File: src/rtl/rr_arbiter_8.sv
// Eight-way round-robin arbiter with a bounded hold time per grant.
// A grant ends on done, a dropped request, or the hold limit, followed by a one-cycle gap.
module rr_arbiter_8 #(
   parameter int MAX_HOLD = 15
) (
   input  logic       clk,
   input  logic       rst,
   input  logic [7:0] req,
   input  logic       done,
   output logic [7:0] grant,
   output logic [2:0] grant_idx,
   output logic       grant_valid,
   output logic       timeout
);

   localparam logic [7:0] MAX_HOLD_C = 8'(MAX_HOLD);

   typedef enum logic [1:0] {
      IDLE  = 2'd0,
      GRANT = 2'd1,
      GAP   = 2'd2
   } state_t;

   state_t     state_q;
   logic [2:0] ptr_q;
   logic [7:0] hold_cnt_q;
   logic [7:0] grant_q;
   logic [2:0] grant_idx_q;
   logic       grant_valid_q;
   logic       timeout_q;

   logic       found_d;
   logic [2:0] pick_d;
   logic [2:0] cand_d;
   logic       hold_hit_d;
   logic       req_own_d;
   logic       exit_d;
   logic       timeout_d;

   function automatic logic [7:0] onehot8(input logic [2:0] idx);
      onehot8 = 8'd1 << idx;
   endfunction

   // First set request at or after ptr_q, wrapping modulo 8
   always_comb begin
      found_d = 1'b0;
      pick_d  = 3'd0;
      cand_d  = 3'd0;
      for (int i = 0; i < 8; i++) begin
         cand_d  = ptr_q + 3'(i);
         pick_d  = (!found_d && req[cand_d]) ? cand_d : pick_d;
         found_d = found_d | req[cand_d];
      end
   end

   assign hold_hit_d = (hold_cnt_q == MAX_HOLD_C);
   assign req_own_d  = req[grant_idx_q];
   assign exit_d     = done | ~req_own_d | hold_hit_d;
   // Only a pure hold-limit exit counts as a forced revocation
   assign timeout_d  = hold_hit_d & ~done & req_own_d;

   // Arbitration state machine with registered outputs
   always_ff @(posedge clk or posedge rst) begin
      if (rst) begin
         state_q       <= IDLE;
         ptr_q         <= 3'd0;
         hold_cnt_q    <= 8'd0;
         grant_q       <= 8'd0;
         grant_idx_q   <= 3'd0;
         grant_valid_q <= 1'b0;
         timeout_q     <= 1'b0;
      end else begin
         timeout_q <= 1'b0;
         case (state_q)
            IDLE: begin
               if (found_d) begin
                  state_q       <= GRANT;
                  grant_idx_q   <= pick_d;
                  grant_q       <= onehot8(pick_d);
                  grant_valid_q <= 1'b1;
                  hold_cnt_q    <= 8'd1;
               end else begin
                  state_q       <= IDLE;
               end
            end
            GRANT: begin
               if (exit_d) begin
                  state_q       <= GAP;
                  ptr_q         <= grant_idx_q + 3'd1;
                  grant_q       <= 8'd0;
                  grant_idx_q   <= 3'd0;
                  grant_valid_q <= 1'b0;
                  timeout_q     <= timeout_d;
               end else if (!hold_hit_d) begin
                  hold_cnt_q    <= hold_cnt_q + 8'd1;
               end else begin
                  hold_cnt_q    <= hold_cnt_q;
               end
            end
            GAP: begin
               state_q <= IDLE;
            end
            default: begin
               state_q       <= IDLE;
               grant_q       <= 8'd0;
               grant_idx_q   <= 3'd0;
               grant_valid_q <= 1'b0;
            end
         endcase
      end
   end

   assign grant       = grant_q;
   assign grant_idx   = grant_idx_q;
   assign grant_valid = grant_valid_q;
   assign timeout     = timeout_q;

endmodule

File: config.mk
export PLATFORM = sky130hd
export DESIGN_NAME = rr_arbiter_8
export DESIGN_NICKNAME = d
export VERILOG_FILES = /design/src/rtl/rr_arbiter_8.sv
export SDC_FILE = /design/constraint.sdc
export NUM_CORES = 1
export LEC_CHECK = 0
export CAP_MARGIN = 20
export CORE_ASPECT_RATIO = 0.8
export CORE_UTILIZATION = 50
export CTS_BUF_LIST = sky130_fd_sc_hd__clkbuf_4 sky130_fd_sc_hd__clkbuf_8
export CTS_CLUSTER_DIAMETER = 60
export DETAILED_ROUTE_END_ITERATION = 10
export PLACE_DENSITY = 0.84
export SYNTH_ARGS = -nofsm -noshare
export SYNTH_HDL_FRONTEND = slang
export SYNTH_SLANG_ARGS = --single-unit
File: constraint.sdc
create_clock -name clk -period 3.3 [get_ports clk]
set_input_delay 0.825 -clock clk [delete_from_list [all_inputs] [get_ports clk]]
set_output_delay 0.825 -clock clk [all_outputs]
set_load 0.02 [all_outputs]
==> results of run 1 <==
-- per-stage QoR --
stage / power, W / utilization, % / setup TNS, ps
floorplan: 0.002416 / - / 0
global placement: 0.003227 / 67.68 / -5566
detailed placement: 0.003317 / 67.68 / -7318
CTS: 0.003585 / 69.15 / -2.029
global route: 0.004107 / 71.75 / 0
finish: 0.003879 / 71.75 / 0
-- routing by layer --
metal / vias to the layer above / global-route usage (%)
met3: 6 / 6.377
met4: 0 / 7.407
li1: 967 / -
met1: 1085 / 38.21
met2: 99 / 43.26
met5: - / 0
-- timing repair --
| action | in CTS | in global routing |
|---|---|---|
| setup buffers | 0 | 1 |
| setup endpoints to repair | 15 | 20 |
| gates resized for setup | 11 | 16 |
| pin swaps | 3 | 2 |
-- critical path: cells and delay by family --
kind | cells | cell delay, ps
AND/OR/NAND/NOR | 1 | 190
multiplexers | 2 | 820
buffers and inverters | 2 | 490
AO/OA/AOI/OAI | 4 | 1080
-- cell type report --
| type | count | area (um2) | share of cell area, % |
|---|---|---|---|
| clock buffers | 4 | 55.05 | 1.770 |
| inverters | 9 | 33.78 | 1.086 |
| multi-input cells | 169 | 1682 | 54.06 |
| flip-flops and latches | 26 | 650.6 | 20.92 |
| well taps | 57 | 71.32 | 2.293 |
| repair buffers | 69 | 618.1 | 19.87 |
-- synthesized netlist by cell type (all sizes together) (2+ instances only) --
master	instances	share of area, %
a211oi	2	0.64
a21boi	3	0.96
a21o	2	0.64
a21oi	6	1.3
a221oi	2	0.74
a22o	4	1.5
a22oi	2	0.64
a31oi	2	0.53
a32o	8	3.4
and4	3	1.1
buf	10	2.4
clkbuf	5	0.85
dfrtp	26	28
ha	4	2.1
inv	9	1.4
mux2	14	7.3
mux2i	16	6.8
mux4	18	17
nand2	12	1.9
nand2b	3	0.80
nand3	3	0.64
nand4	2	0.53
nor2	13	2.4
nor2b	5	1.3
nor3	7	1.9
o2111ai	2	0.74
o21a	3	0.96
o21ai	4	1.0
o21bai	3	0.96
o22ai	2	0.53
or2	2	0.53
or3	3	1.0
xnor2	5	1.9
xor2	4	1.5
-- path summary, 6_finish.rpt --
| path | startpoint | endpoint | slack, ps | depth (start not counted) |
|---|---|---|---|---|
| min in group asynchronous | rst | grant[7] | 740 | 2 |
| min | grant_valid | grant_valid | 480 | 2 |
| max in group asynchronous | rst | grant_idx[2] | 2210 | 3 |
| max | req[1] | grant[2] | 60 | 9 |
| max reg2reg | ptr_q[1] | grant[2] | 130 | 10 |
| min reg2reg | grant_valid | grant_valid | 480 | 2 |
-- power groups by stage --
stage                     clock network, W  logic, W  registers [W]
after floorplan                          0   0.00189       0.000521
after global placement                   0   0.00269       0.000533
after detailed placement                 0   0.00278       0.000538
after CTS                         0.000210   0.00284       0.000531
after global routing              0.000226   0.00332       0.000556
final                             0.000204   0.00313       0.000544
-- flip-flops by register name, indices dropped and copies added (netlist names) --
signal       cells
grant            8
grant_valid      1
grant_idx        3
timeout          1
ptr_q            3
hold_cnt_q       8
state_q          2
-- cell usage in the layout (no fill, tap or decap), types with 3 or more instances in the layout --
cell              n
mux4_2           18
nand3_1           3
a22o_1            4
mux2_2            9
buf_4            43
nand2b_1          3
mux2i_1          14
a32o_1            8
xor2_1            4
a21oi_1           6
nor3_1            5
dlygate4sd2_1     6
mux2_4            5
clkdlybuf4s50_1  15
nand2_1          12
nor2b_1           5
xnor2_1           5
nor2_1           12
o21bai_1          3
dfrtp_1          26
clkbuf_8          4
o21a_1            3
inv_1             8
o21ai_0           3
-- kinds of logic after synthesis --
kind of cell               Yosys count  share of synthesized area, %
AOI/OAI and AO/OA                   52                         17.59
xor gates and xnor gates             9                         3.347
adders and majority gates            4                         2.125
buffers and inverters               24                         4.728
DFF                                 26                         27.63
muxes                               48                         31.35
and+or+nand+nor                     56                         13.23
==> metrics.md, run 1 <==
| Metric | Value |
|---|---|
| Max Cap Viol | `0` |
| Met2 routed WL | `3078 um` |
| CTS sink count | `26` |
| Worst path required time | `3450 ps` |
| DR WL/cell | `19.82 um` |
| Detailed Route WL | `6619 um` |
| Slew Limit Fails | `0` |
| Seq pwr share | `14.0%` |
| CP peak stage delay | `490 ps` |
| Maximum VDD drop | `1.095 mV` |
| Starting Density | `54.31%` |
| Final worst-path cycle share | `98.26%` |
| Post-Syn Area | `2355 um2` |
| Unrepaired setup endpoints after global routing | `false` |
| Leakage dissipation | `1.342 nW` |
| Hold Crit Class | `reg -> reg` |
| Syn Area/Cell | `10.75 um2` |
| Switching portion of total power | `45.68%` |
| Combinational power share | `80.7%` |
| DPL Wire Length | `4731 um` |
| Filler instances | `271` |
| Max FO, Critical Path | `10` |
| Die H | `63.38 um` |
| TritonCTS Buffers | `3` |
| Synth-to-layout area growth | `32.09%` |
| Row count | `21` |
| Power Density | `1247 nW/um2` |
| Yosys Warn Count | `0` |
| CP startpoint kind | `input pin` |
| CTS tree | `done` |
| Clock Path Buffers | `2` |
| P_sw | `0.001772 W` |
| Uppermost routed layer | `met4` |
| Vias in the first global route | `2,147` |
| Critical Path AT | `3400 ps` |
| Async SR Flop Fraction | `100.0%` |
| Final Hold Viols | `0` |
| I/O pin cnt | `24` |
| Die area | `4990 um2` |
| Worst slew pin tran | `746.2 ps` |
| Kind of critical path | `in -> reg` |
| Clock power frac | `5.3%` |
| Worst-case clock skew | `12.58 ps` |
| Clock slew at reported path FFs | `80 ps` |
| DRT antenna net count | `0` |
| Layout cells sized above 1 | `36.46%` |
| Inst Count DP | `328` |
| Clock Latency Late Sink | `270 ps` |
| Design area | `3110 um2` |
| First-pass GRT wire length | `10,640 um` |
| Post-synthesis cell type count | `53` |
| Ant. Diodes | `0` |
| Setup violators final | `0` |
| Routed vias/inst | `6.458` |
| Post-synthesis register bit count | `26` |
| H-tree levels | `1` |
| CTS root buffer | `clkbuf_8` |
| Final std cells w/o fill | `334` |
| Worst slack, placed | `-436.1 ps` |
| Syn Inst Count | `219` |
| Core area | `4335 um2` |
| Cell Int Power | `0.002107 W` |
| Cts hold-fix bufs | `0` |
| Die W | `78.73 um` |
| Global Route Usage Sum | `27.58%` |
| I/O Buffers | `23` |
| Largest net degree at the start of global routing | `27` |
| GRT overflow | `0` |
| CP Capture Type | `flip-flop` |
| Slowest-stage cell, CP | `mux4_2` |
| CP cell instances | `dlygate4sd2_1 > mux2_4 > mux4_2 > o32a_4 > buf_12 > nor2_4 > a221oi_4 > o21a_1 > a32o_1` |
| Detailed-router iteration count before antenna repair | `4` |
| Hold_ws | `481.8 ps` |
| Most used flip-flop cell after synthesis | `dfrtp_1` |
| Final worst slack | `57.29 ps` |
| DRC viols | `0` |
| Syn_nets | `234` |
| EDFF count, synth | `0` |
| Via count | `2,157` |
| Met3 WL post-DR | `545 um` |
| Routability cong. | `0.9308` |
| Slew headroom | `50.25%` |
| Status | `finished clean` |
| Post-synthesis sequential area ratio | `27.63%` |
| Metal-1 WL | `2923 um` |
| DRT iter0 DRCs | `193` |
| Placed Area | `2934 um2` |
| # nets final | `293` |
| Initial antenna violation count | `0` |
| FMAX | `0.3084 GHz` |
| Fin crit period | `3243 ps` |
No activity file was read; power rests on OpenSTA's default activity.
==> run 2, diff against run 1 <==
Settings changed: CAP_MARGIN 20 to not set, CTS_CLUSTER_SIZE set to 28.
==> run 2 against run 1 <==
Net effect: non-clock buffer count down 2; final area shrank 1.6%; combinational power fell by 1%; maximum frequency grew 1.2%; sequential share of layout area increased by 0.35 points; first-iteration DRC count shrank 16%; wire length is 0.98% higher; via count grew 1.3%; clock power is essentially flat; setup slack better by 37 ps; global-route usage did not move; critical endpoint is now grant[6]; largest power group unchanged; highest routed layer unchanged.
==> metrics.md, run 2 (same netlist as run 1, synthesis figures left out) <==
| Metric | Value |
|---|---|
| Commonest non-fill, non-tap cell in the layout | `buf_4` |
| GRT overflow | `0 (unchanged)` |
| Critical path buffers and inverters | `2 (unchanged)` |
| Worst slew pin tran | `957.4 ps (+211.1 ps)` |
| Routability cong. | `0.9308 (unchanged)` |
| Hold Crit Start | `grant_valid` |
| DRT iter0 DRCs | `162 (-16%)` |
| TritonCTS Buffers | `3 (unchanged)` |
| Leakage dissipation | `1.327 nW (-1.2%)` |
| CTS sink count | `26 (unchanged)` |
| First-pass GRT wire length | `10,640 um (unchanged)` |
| CP Capture Type | `flip-flop` |
| Clock slew at reported path FFs | `80 ps (about the same)` |
| CP cell instances | `dlygate4sd2_1 > mux2_4 > mux4_2 > o32a_4 > nor3_4 > and4_4 > nor3_2 > buf_4 > a32o_1` |
| Global Route Usage Sum | `27.58% (unchanged)` |
| # nets final | `291 (-0.68%)` |
| Worst path required time | `3460 ps (about the same)` |
| Critical Path AT | `3370 ps (-30 ps)` |
| Detailed Route WL | `6684 um (+0.98%)` |
| Worst reg-to-reg setup slack | `140 ps (about the same)` |
| DR WL/cell | `20.13 um (+1.6%)` |
| Layout cells sized above 1 | `35.64% (-0.83 points)` |
| Power Density | `1254 nW/um2 (+0.51%)` |
| Vias in the first global route | `2,147 (unchanged)` |
| Hold path depth | `2 (unchanged)` |
| FMAX | `0.3120 GHz (+1.2%)` |
| Routed vias/inst | `6.581 (+1.9%)` |
| Maximum VDD drop | `1.101 mV (+0.54%)` |
| CP startpoint kind | `input pin` |
| Slew Limit Fails | `0 (unchanged)` |
| Die W | `78.73 um (unchanged)` |
| Final worst-path cycle share | `97.13% (-1.1 points)` |
| Slew headroom | `36.11% (-14 points)` |
| Layout Utilization | `70.56% (-1.2 points)` |
| Ant. Diodes | `0 (unchanged)` |
| Filler instances | `278 (+2.6%)` |
| Max FO, Critical Path | `10 (unchanged)` |
| Slowest-stage cell, CP | `mux4_2` |
| Worst R2R End | `grant[6]` |
| DRC viols | `0 (unchanged)` |
| DPL Wire Length | `4731 um (unchanged)` |
| Cts hold-fix bufs | `0 (unchanged)` |
| H-tree levels | `1 (unchanged)` |
| Placed Area | `2934 um2 (unchanged)` |
| Unrepaired setup endpoints after global routing | `false` |
| Final Hold Viols | `0 (unchanged)` |
| Design area | `3059 um2 (-1.6%)` |
| Setup violators final | `0 (unchanged)` |
| Core area | `4335 um2 (unchanged)` |
| Fin crit period | `3205 ps (-37.32 ps)` |
| Synth-to-layout area growth | `29.91%` |
| Final std cells w/o fill | `332 (-0.60%)` |
| Via count | `2,185 (+1.3%)` |
| Post-CTS Setup Bufs | `0 (unchanged)` |
| Status | `finished clean` |
| Reg2reg path depth | `10 (unchanged)` |
| Largest net degree at the start of global routing | `27 (unchanged)` |
| Clock Latency Late Sink | `270 ps (about the same)` |
| Most frequent cells in the layout | `buf_4 (42), dfrtp_1 (26), mux4_2 (18), clkdlybuf4s50_1 (15), mux2i_1 (14)` |
| Inst Count DP | `328 (unchanged)` |
| CP peak stage delay | `480 ps (about the same)` |
| Clock Path Buffers | `2 (unchanged)` |
| Max Cap Viol | `0 (unchanged)` |
| DRT antenna net count | `0 (unchanged)` |
| Die area | `4990 um2 (unchanged)` |
| CTS root buffer | `clkbuf_8` |
| Kind of critical path | `in -> reg` |
| Starting Density | `54.31% (unchanged)` |
| RR Startpoint | `ptr_q[1]` |
| WHS Endpoint | `grant_valid` |
| Row count | `21 (unchanged)` |
| Detailed-router iteration count before antenna repair | `5 (+1)` |
| Worst path top cell family by delay | `multiplexers` |
| Total Power | `0.003835 W (-1.1%)` |
| Initial antenna violation count | `0 (unchanged)` |
| I/O Buffers | `23 (unchanged)` |
| Die H | `63.38 um (unchanged)` |
| Hold Crit Class | `reg -> reg` |
| CTS tree | `done` |
| I/O pin cnt | `24 (unchanged)` |
| Worst-case clock skew | `9.761 ps (-2.822 ps)` |
[run 2: cell types whose count changed in the layout (fill, tap and decap cells not counted), sizes merged]
cell  before  now
buf       46   44
[run 2: metal layers]
metal  GRT usage (%)  routed length, um  up-vias
met2           43.26               3138      132
met4           7.407                159        0
met3           6.377                686       18
li1                -                  -      968
met1           38.21               2700     1067
met5               0                  0        -
[run 2: area by class of cell]
class	instances	area (um2)	area share, %
repair buffers	67	583.1	19.06
flip-flops and latches	26	650.6	21.27
well taps	57	71.32	2.331
multi-input cells	169	1665	54.44
clock buffers	4	55.05	1.800
inverters	9	33.78	1.104
[run 2: power breakdown]
part / total, W / switching, W / internal (W)
Combinational: 0.00309 / 0.00153 / 0.00156
Sequential: 0.000541 / 0.000133 / 0.000408
Clock: 0.000206 / 0.0000990 / 0.000107
[run 2: worst register-to-register path: stages, from the launching register on]
cell and delay, ps:
dfrtp_1 370, inv_1 90, ha_4 370, mux2_4 350, mux4_2 470, o32a_4 410, nor3_4 260, and4_4 270
nor3_2 60, buf_4 160, a32o_1 250
[run 2: timing repair]
item / in CTS / in global routing
resized for setup: 11 / 14
setup endpoints to repair: 15 / 20
pin swaps: 3 / 4
gates cloned: 0 / 0
[run 2: worst max-delay path by stage]
stage               slack [ps]  depth (start not counted)  startpoint            end
floorplan                   10                         11    ptr_q[0]       grant[0]
global placement          -340                          9      req[1]       grant[7]
detailed placement        -440                          9      req[1]       grant[5]
CTS                         -2                         11      req[3]  hold_cnt_q[0]
global route                20                          9      req[1]       grant[5]
finish                      90                          9      req[1]       grant[6]
[run 2: per-stage QoR]
step	hold WS, ps	setup WS (ps)	setup TNS [ps]
5_1_grt	526.2	20.23	0
3_5_place_dp	469.0	-436.1	-7318
4_1_cts	486.6	-2.029	-2.029
2_1_floorplan	486.6	9.970	0
6_report	482.7	94.61	0
3_3_place_gp	457.9	-344.5	-5566
